File: src/rtl/div_pkg.sv
// Shared types and sizes for the sequential divider.
// Latency: n/a (declarations only).
// Backpressure: n/a.
//
// Contents: div_state_t sequencer states, DIV_W operand width,
// DIV_CNT_W iteration counter width.
package div_pkg;

    localparam int DIV_W     = 32;
    localparam int DIV_CNT_W = $clog2(DIV_W) + 1;

    typedef enum logic [2:0] {
        IDLE = 3'd0,
        LOAD = 3'd1,
        ITER = 3'd2,
        FIX  = 3'd3,
        DONE = 3'd4
    } div_state_t;

endpackage

File: src/rtl/div_step.sv
// One restoring-division iteration: shift the next dividend bit into R, trial-subtract M.
// Latency: combinational.
// Backpressure: none.
//
// Ports: r_i/q_i/m_i partial remainder, quotient/dividend shift register, divisor;
//        r_o/q_o updated partial remainder and shift register.
module div_step #(
    parameter int WIDTH = 32
) (
    input  logic [WIDTH-1:0] r_i,
    input  logic [WIDTH-1:0] q_i,
    input  logic [WIDTH-1:0] m_i,
    output logic [WIDTH-1:0] r_o,
    output logic [WIDTH-1:0] q_o
);

    // The shifted remainder keeps R's MSB as an extra bit: for divisors with the
    // top bit set, R can be >= 2^(WIDTH-1) and dropping that bit would corrupt
    // the trial subtraction. The difference always fits WIDTH+1 bits signed.
    logic [WIDTH:0] shifted;
    logic [WIDTH:0] diff;

    assign shifted = {r_i, q_i[WIDTH-1]};
    assign diff    = shifted - {1'b0, m_i};

    // diff[WIDTH] set means the trial subtraction went negative: restore.
    assign r_o = diff[WIDTH] ? shifted[WIDTH-1:0] : diff[WIDTH-1:0];
    assign q_o = {q_i[WIDTH-2:0], ~diff[WIDTH]};

endmodule

File: src/rtl/div_seq_ctrl.sv
// Multi-cycle restoring divider sequencer: quotient -> LO, remainder -> HI.
// Latency: done 34 cycles after the accepting edge (2 cycles for divide by zero).
// Backpressure: start is only accepted in IDLE/DONE; the caller stalls on busy.
//
// Ports: clock, reset_n (async active-low); start, is_signed, dividend, divisor in;
//        busy, done (1-cycle pulse), quotient, remainder, div_by_zero out (registered).
// Build option: define DIV_SIGNED_EN to honour is_signed; otherwise all divides are unsigned.
module div_seq_ctrl
    import div_pkg::*;
#(
    parameter int WIDTH = DIV_W
) (
    input  logic             clock,
    input  logic             reset_n,
    input  logic             start,
    input  logic             is_signed,
    input  logic [WIDTH-1:0] dividend,
    input  logic [WIDTH-1:0] divisor,
    output logic             busy,
    output logic             done,
    output logic [WIDTH-1:0] quotient,
    output logic [WIDTH-1:0] remainder,
    output logic             div_by_zero
);

    localparam int CNT_W = $clog2(WIDTH) + 1;
    localparam logic [CNT_W-1:0] LAST_STEP = CNT_W'(WIDTH - 1);

    div_state_t       state_q;
    logic [CNT_W-1:0] cnt_q;
    logic [WIDTH-1:0] r_q;      // partial remainder
    logic [WIDTH-1:0] q_q;      // dividend magnitude, shifts into quotient
    logic [WIDTH-1:0] m_q;      // divisor magnitude
    logic [WIDTH-1:0] r_d;
    logic [WIDTH-1:0] q_d;
    logic             busy_q;
    logic             done_q;
    logic             dbz_q;
    logic [WIDTH-1:0] quo_q;
    logic [WIDTH-1:0] rem_q;

    logic             m_zero;
    logic [WIDTH-1:0] a_mag;
    logic [WIDTH-1:0] b_mag;
    logic [WIDTH-1:0] rem_src;
    logic [WIDTH-1:0] fix_quo;
    logic [WIDTH-1:0] fix_rem;

    assign m_zero = (m_q == '0);

    // On divide by zero the iteration is skipped, so q_q still holds the
    // dividend magnitude; re-applying the dividend sign restores the original.
    assign rem_src = m_zero ? q_q : r_q;

`ifdef DIV_SIGNED_EN
    logic sgn_a_q;
    logic sgn_b_q;
    logic a_neg;
    logic b_neg;

    assign a_neg   = is_signed & dividend[WIDTH-1];
    assign b_neg   = is_signed & divisor[WIDTH-1];
    // |MIN| wraps to MIN, which is the correct unsigned magnitude 2^(WIDTH-1).
    assign a_mag   = a_neg ? -dividend : dividend;
    assign b_mag   = b_neg ? -divisor  : divisor;
    assign fix_quo = (sgn_a_q ^ sgn_b_q) ? -q_q : q_q;
    assign fix_rem = sgn_a_q ? -rem_src : rem_src;
`else
    logic unused_is_signed;

    assign unused_is_signed = is_signed;
    assign a_mag   = dividend;
    assign b_mag   = divisor;
    assign fix_quo = q_q;
    assign fix_rem = rem_src;
`endif

    div_step #(
        .WIDTH (WIDTH)
    ) u_step (
        .r_i (r_q),
        .q_i (q_q),
        .m_i (m_q),
        .r_o (r_d),
        .q_o (q_d)
    );

    always_ff @(posedge clock or negedge reset_n) begin
        if (!reset_n) begin
            state_q <= IDLE;
            cnt_q   <= '0;
            r_q     <= '0;
            q_q     <= '0;
            m_q     <= '0;
            busy_q  <= 1'b0;
            done_q  <= 1'b0;
            dbz_q   <= 1'b0;
            quo_q   <= '0;
            rem_q   <= '0;
`ifdef DIV_SIGNED_EN
            sgn_a_q <= 1'b0;
            sgn_b_q <= 1'b0;
`endif
        end else begin
            case (state_q)
                IDLE, DONE: begin
                    done_q <= 1'b0;
                    if (start) begin
                        q_q     <= a_mag;
                        m_q     <= b_mag;
                        r_q     <= '0;
                        cnt_q   <= '0;
`ifdef DIV_SIGNED_EN
                        sgn_a_q <= a_neg;
                        sgn_b_q <= b_neg;
`endif
                        state_q <= LOAD;
                    end else begin
                        state_q <= IDLE;
                    end
                end
                LOAD: begin
                    busy_q  <= 1'b1;
                    state_q <= m_zero ? FIX : ITER;
                end
                ITER: begin
                    r_q   <= r_d;
                    q_q   <= q_d;
                    cnt_q <= cnt_q + 1'b1;
                    if (cnt_q == LAST_STEP) begin
                        state_q <= FIX;
                    end
                end
                FIX: begin
                    quo_q   <= m_zero ? '1 : fix_quo;
                    rem_q   <= fix_rem;
                    dbz_q   <= m_zero;
                    busy_q  <= 1'b0;
                    done_q  <= 1'b1;
                    state_q <= DONE;
                end
                default: begin
                    state_q <= IDLE;
                end
            endcase
        end
    end

    assign busy        = busy_q;
    assign done        = done_q;
    assign quotient    = quo_q;
    assign remainder   = rem_q;
    assign div_by_zero = dbz_q;

endmodule

File: config.mk
export PLATFORM = sky130hd
export DESIGN_NAME = div_seq_ctrl
export DESIGN_NICKNAME = d
export VERILOG_FILES = /design/src/rtl/div_pkg.sv /design/src/rtl/div_step.sv /design/src/rtl/div_seq_ctrl.sv
export SDC_FILE = /design/constraint.sdc
export NUM_CORES = 1
export LEC_CHECK = 0
export ABC_AREA = 1
export CORE_MARGIN = 2
export CORE_UTILIZATION = 43
export CTS_CLUSTER_SIZE = 10
export DETAILED_ROUTE_END_ITERATION = 10
export GPL_TIMING_DRIVEN = 0
export SLEW_MARGIN = 20
export SYNTH_ARGS = -nofsm -noshare
export SYNTH_HDL_FRONTEND = slang
export SYNTH_HIERARCHICAL = 1
export SYNTH_SLANG_ARGS = --single-unit
File: constraint.sdc
create_clock -name clock -period 3.4 [get_ports clock]
set_clock_uncertainty 0.1 [all_clocks]
set_input_delay 0.34 -clock clock [delete_from_list [all_inputs] [get_ports clock]]
set_output_delay 0.34 -clock clock [all_outputs]
set_load 0.02 [all_outputs]
==> flow_summary.toml, run 1 <==
[clock_tree]
clock-root-buffer = "sky130_fd_sc_hd__clkbuf_16"
tritoncts_num_sinks = 172
clock_latency_ps = 450
cts_max_path_bufs = 2
cts_tree = "built"
htree_num_levels = 4
post_cts_setup_repair_bufs = 0
cts.clk_slew.worst_paths_ps = 90
numCtsBuffers = 17

[logic_synthesis]
post_synth_most_frequent_cells = "sky130_fd_sc_hd__nand2_1 (494), sky130_fd_sc_hd__inv_1 (230), sky130_fd_sc_hd__dfrtp_1 (172)"
yosys.area.top_type_share = 0.391
yosys_most_used_dff = "sky130_fd_sc_hd__dfrtp_1"
ys_types = 43
yosys_warnings = 6
syn-num-nets = 1592
synth.area.top_cells = "sky130_fd_sc_hd__dfrtp_1 (39%), sky130_fd_sc_hd__nand2_1 (17%), sky130_fd_sc_hd__inv_1 (7.8%)"
syn_area_um2 = 11000
yosys.cell_count.top_type = "sky130_fd_sc_hd__nand2_1"
gate_count_post_synth = 1490
async_reset_ff_frac = 1.00
synth-seq-cells = 172
post_synthesis_sequential_area_ratio = 0.391
syn_avg_cell_area_um2 = 7.38
synth_edf_count = 0
synth_largest_area_cell = "sky130_fd_sc_hd__dfrtp_1"

[worst_hold_path]
holdCritPathClass = "in -> async"

[floorplan]
core_area_um2 = 25200
io_pins = 135
core.rowCount = 58
dieArea_um2 = 26900
start_util = 0.437
die_w_um = 164
die_height_um = 164

[critical_path]
critical-path-max-stage-delay_ps = 480
path_max_fanout = 10
worst-path-buf-inv = 3
critical_path.cell_chain = "inv_1 -> ha_1 -> fa_1 -> inv_1 -> nand2_1 -> nand2_1 -> nand3_1 -> nand2_2 -> nand2_2 -> nand2_2 -> nand2_4 -> nand3_1 -> nand2_4 -> buf_8 -> nand2_1 -> nand2_1 -> nand2_1 -> o21ai_0"
path_delay_family = "simple AND/OR/NAND/NOR gates"
critical_path.most_common_cell = "sky130_fd_sc_hd__nand2_1"
timing.critical_path.from_type = "flip-flop"
cp.arrival_ps = 2980
timing.critical_path.slowest_stage_cell = "sky130_fd_sc_hd__fa_1"
critPathRequiredTime_ps = 3610
worstSetupEndpointType = "flip-flop"
critPathKind = "reg -> reg"

[drt]
route.final.wire_length_mm = 31.5
first_pass_iters = 7
drcViolationCount = 0
drt_first_iter_violations = 506
drt.antenna.violating_nets = 0
vias = 9669
route.detailed.vias_per_inst = 4.87
avgRoutedWirePerCell_um = 15.8

[timing]
number_of_endpoints_failing_setup_at_the_final_stage = 0
timing_worst_slew_pin_value_ps = 720
rsz0062_at_grt = "no"
timing.max_slew.rel_slack = 0.520
clock.fmax_ghz = 0.361
final.setup.worst_slack_ps = 632
fin_crit_sh = 0.814
drv_slew = 0
timing.final.hold_violations = 0
period_minus_slack_ps = 2770

[global_route]
grt_first_pass_wirelength_mm = 50.9
grtUsageTotal = 0.244
grt_max_degree = 88
globalRoute.totalOverflow = 0
grt_pass1_vias = 9857
antenna_violations_before_repair = 0

[power]
power.total_mw = 13.1
power.static_leakage_nw = 7.03
ir_worst_vdd_mv = 0.485
power.density_nw_per_um2 = 978

[finish]
insertedDiodeCount = 0
layout.filler_cells = 2452
finalInstanceArea_um2 = 13400
areaGrowthSynthToFinish_pct = 22.2
finish.net_count = 1746
layout-drive-gt1-share = 0.126
final_util = 0.534

[placed_design]
portBuffers = 133
dp.final_hpwl_mm = 24.6
gp_routability_congestion = 0.893
preCtsSetupSlack_ps = 636
postPlaceCellArea_um2 = 12800

[flow_run]
max_cap_violations = 0

[status]
status = "finished, final reports clean"
==> metal layers <==
layer / GRT usage / wire [um] / up-vias
met5: 0 / 0 / -
met1: 0.337 / 15100 / 4496
met3: 0.0396 / 1380 / 29
li1: - / - / 4946
met4: 0.0622 / 549 / 0
met2: 0.399 / 14500 / 198
==> worst register-to-register path: stages, from the launching register on <==
cell and delay [ps]:
sky130_fd_sc_hd__dfrtp_1 420, sky130_fd_sc_hd__inv_1 70, sky130_fd_sc_hd__ha_1 240, sky130_fd_sc_hd__fa_1 480
sky130_fd_sc_hd__inv_1 120, sky130_fd_sc_hd__nand2_1 50, sky130_fd_sc_hd__nand2_1 70, sky130_fd_sc_hd__nand3_1 80
sky130_fd_sc_hd__nand2_2 140, sky130_fd_sc_hd__nand2_2 70, sky130_fd_sc_hd__nand2_2 100, sky130_fd_sc_hd__nand2_4 80
sky130_fd_sc_hd__nand3_1 120, sky130_fd_sc_hd__nand2_4 110, sky130_fd_sc_hd__buf_8 160, sky130_fd_sc_hd__nand2_1 60
sky130_fd_sc_hd__nand2_1 50, sky130_fd_sc_hd__nand2_1 60, sky130_fd_sc_hd__o21ai_0 80
==> metrics by stage <==
stage               setup TNS (ps)  hold WS, ps  std cells
detailed placement               0          287       1954
global placement           -960780          357       1953
CTS                              0          388       1987
global route                     0          416       1987
finish                           0          341       1987
floorplan                        0        -55.6       1490
==> logic make-up (layout without fill, tap and decap cells) <==
group	count (synthesis)	in the layout	synth area share
compound gates	202	202	0.120
mux	32	32	0.0328
xor+xnor	16	16	0.0127
buf+inv	318	485	0.133
simple gates	716	716	0.271
fa+ha+maj	34	34	0.0393
flops	172	172	0.391
==> area by class of cell <==
type	count	area, um2	area share
clock buffers	17	425	0.0317
multi-input cells	1000	5230	0.389
plain buffers	86	596	0.0443
clock inverters	15	225	0.0168
repair buffers	135	1370	0.102
flip-flops and latches	172	4300	0.320
inverters	232	871	0.0648
well taps	330	413	0.0307
==> cells in the final DEF (no fill, tap or decap), drive strengths merged, types with 2 or more instances in the layout <==
cell / synthesis / routed
nand2: 528 / 528
inv: 232 / 241
dfrtp: 172 / 172
clkdlybuf4s50: 0 / 132
o21ai: 101 / 101
nor2: 100 / 100
buf: 66 / 68
nand3: 66 / 66
clkbuf: 20 / 37
o22ai: 33 / 33
ha: 33 / 33
mux2: 32 / 32
o211ai: 32 / 32
a21oi: 27 / 27
xor2: 15 / 15
nand4: 9 / 9
nor3: 7 / 7
clkinv: 0 / 5
o21bai: 5 / 5
and2: 3 / 3
or2: 2 / 2
==> power by group <==
part           switching [mW]  total (mW)  internal, mW  leakage, nW
clock                    1.06        2.16          1.10        0.313
sequential              0.660        3.58          2.92         2.20
combinational            4.50        7.40          2.90         4.51
total                    6.22        13.1          6.92         7.03
==> repair_timing <==
item | 4_1_cts | 5_1_grt
endpoints found under the hold margin | 85 | 0
gates resized for setup | 0 | 0
endpoints found under the setup margin | 0 | 0
hold buffers | 1 | 0
==> sequential cells by signal, summed over array words and instances, names as in the netlist <==
signal and flops:
busy 1, cnt_q 6, div_by_zero 1, done 1, fix_quo 32, m_q 32, quotient 32, r_q 32
remainder 32, state_q 3
==> final timing paths <==
path / slack (ps) / from / cells after the start / end
worst max register to register: 630 / fix_quo[31] / 18 / r_q[1]
worst min register to register: 390 / busy / 2 / busy
worst max-delay path: 630 / fix_quo[31] / 18 / r_q[1]
max in group asynchronous: 1940 / reset_n / 3 / r_q[2]
min in group clock: 390 / busy / 2 / busy
worst min-delay path: 340 / reset_n / 2 / quotient[25]
(Power assumes the default switching activity.)
==> inputs of run 2 (changes only) <==
- clock period: 3.4 -> 2.66 ns (I/O delays scaled with it)
==> flow_summary.toml, run 2 (synthesis gave the netlist of run 1 again) <==
[global_route]
grt_max_degree = 88
grt_first_pass_wirelength_mm = 50.9
grt_pass1_vias = 9878
globalRoute.totalOverflow = 0
antenna_violations_before_repair = 0
grtUsageTotal = 0.244

[clock_tree]
tritoncts_num_sinks = 172
cts_max_path_bufs = 2
cts.clk_slew.worst_paths_ps = 90
numCtsBuffers = 17
clock_latency_ps = 450
clock-root-buffer = "sky130_fd_sc_hd__clkbuf_16"
cts_tree = "built"
htree_num_levels = 4

[drt]
drcViolationCount = 0
route.final.wire_length_mm = 31.9
first_pass_iters = 7
vias = 9766
drt.antenna.violating_nets = 0
avgRoutedWirePerCell_um = 16.0
drt_first_iter_violations = 508
route.detailed.vias_per_inst = 4.90

[timing]
clock.fmax_ghz = 0.393
final.setup.worst_slack_ps = 116
fin_crit_sh = 0.956
timing_worst_slew_pin_value_ps = 716
timing.final.hold_violations = 0
period_minus_slack_ps = 2540
number_of_endpoints_failing_setup_at_the_final_stage = 0
hold-worst-slack_ps = 264
drv_slew = 0
timing.max_slew.rel_slack = 0.523

[critical_path]
worst-path-buf-inv = 3
critical_path_depth = 19
timing.critical_path.slowest_stage_cell = "sky130_fd_sc_hd__dfrtp_1"
worstSetupEndpointType = "flip-flop"
critical_path.most_common_cell = "sky130_fd_sc_hd__nand2_1"
critPathRequiredTime_ps = 2910
critical-path-max-stage-delay_ps = 410
critical_path.cell_chain = "inv_1 -> ha_2 -> fa_2 -> inv_2 -> nand2_1 -> nand2_1 -> nand3_1 -> nand2_2 -> nand2_2 -> nand2_4 -> nand2_4 -> nand2_4 -> nand2_2 -> nand2_8 -> clkbuf_16 -> nand2_1 -> nand2_1 -> nand2_1 -> o21ai_0"
r2r_cells = 19
cp.arrival_ps = 2790
critPathKind = "reg -> reg"
timing.critical_path.from_type = "flip-flop"
path_delay_family = "simple AND/OR/NAND/NOR gates"
path_max_fanout = 8

[finish]
finish.net_count = 1753
finalInstanceArea_um2 = 13600
layout_commonest_cell = "sky130_fd_sc_hd__nand2_1"
insertedDiodeCount = 0
final_cell_mix = "sky130_fd_sc_hd__nand2_1 (492), sky130_fd_sc_hd__inv_1 (229), sky130_fd_sc_hd__dfrtp_1 (172)"
areaGrowthSynthToFinish_pct = 23.5
layout.filler_cells = 2427
layout-drive-gt1-share = 0.136

[floorplan]
start_util = 0.437
core.rowCount = 58
dieArea_um2 = 26900
io_pins = 135
die_w_um = 164
core_area_um2 = 25200
die_height_um = 164

[status]
status = "finished, final reports clean"

[placed_design]
gp_routability_congestion = 0.893
portBuffers = 133
preCtsSetupSlack_ps = -104
postPlaceCellArea_um2 = 12800
dp.final_hpwl_mm = 24.6

[power]
power.static_leakage_nw = 7.10
power.density_nw_per_um2 = 1260
ir_worst_vdd_mv = 0.619

[flow_run]
max_cap_violations = 0

[worst_hold_path]
holdCritPathClass = "in -> async"
run 2: final cells by class:
type	count	area, um2	area share
plain buffers	86	599	0.0441
clock buffers	17	425	0.0313
clock inverters	15	225	0.0166
inverters	232	871	0.0641
multi-input cells	1000	5280	0.389
flip-flops and latches	172	4300	0.317
well taps	330	413	0.0304
repair buffers	142	1470	0.108
run 2: report_power, final:
| group | internal (mW) | total [mW] | switching, mW |
|---|---|---|---|
| clock | 1.40 | 2.76 | 1.36 |
| sequential | 3.73 | 4.58 | 0.842 |
| combinational | 3.87 | 9.75 | 5.88 |
run 2: final timing paths:
check / startpoint / to / slack (ps)
max in group asynchronous: reset_n / r_q[5] / 1300
min in group clock: divisor[5] / m_q[5] / 340
max: fix_quo[31] / r_q[0] / 120
min: reset_n / quotient[25] / 260
min reg2reg: busy / busy / 390
max reg2reg: fix_quo[31] / r_q[0] / 120
run 2: metal layers:
layer  part of all wire  wire [um]  global-route usage  vias up
met1               0.47      15100               0.336     4576
met3              0.042       1340              0.0399       31
met4              0.019        592              0.0658        0
met2               0.47      14800               0.399      205
met5                  0          0                   0        -
li1                   -          -                   -     4954
run 2: timing repair:
item / CTS / global route
pin swaps: 0 / 3
cloned: 0 / 3
gates resized for setup: 1 / 18
endpoints found under the hold margin: 85 / 0
setup buffers: 1 / 3
hold buffers: 1 / 0
setup endpoints to repair: 32 / 33
run 2: per-stage QoR:
stage                     std cells   util  power [mW]  TNS (ps)
final                          1994  0.540        17.1         0
after global routing           1994  0.540        18.4     -73.7
after CTS                      1988  0.534        16.9         0
after detailed placement       1954  0.508        14.0     -2410
after global placement         1953  0.506        13.9  -1075660
after floorplan                1490      -        10.9         0
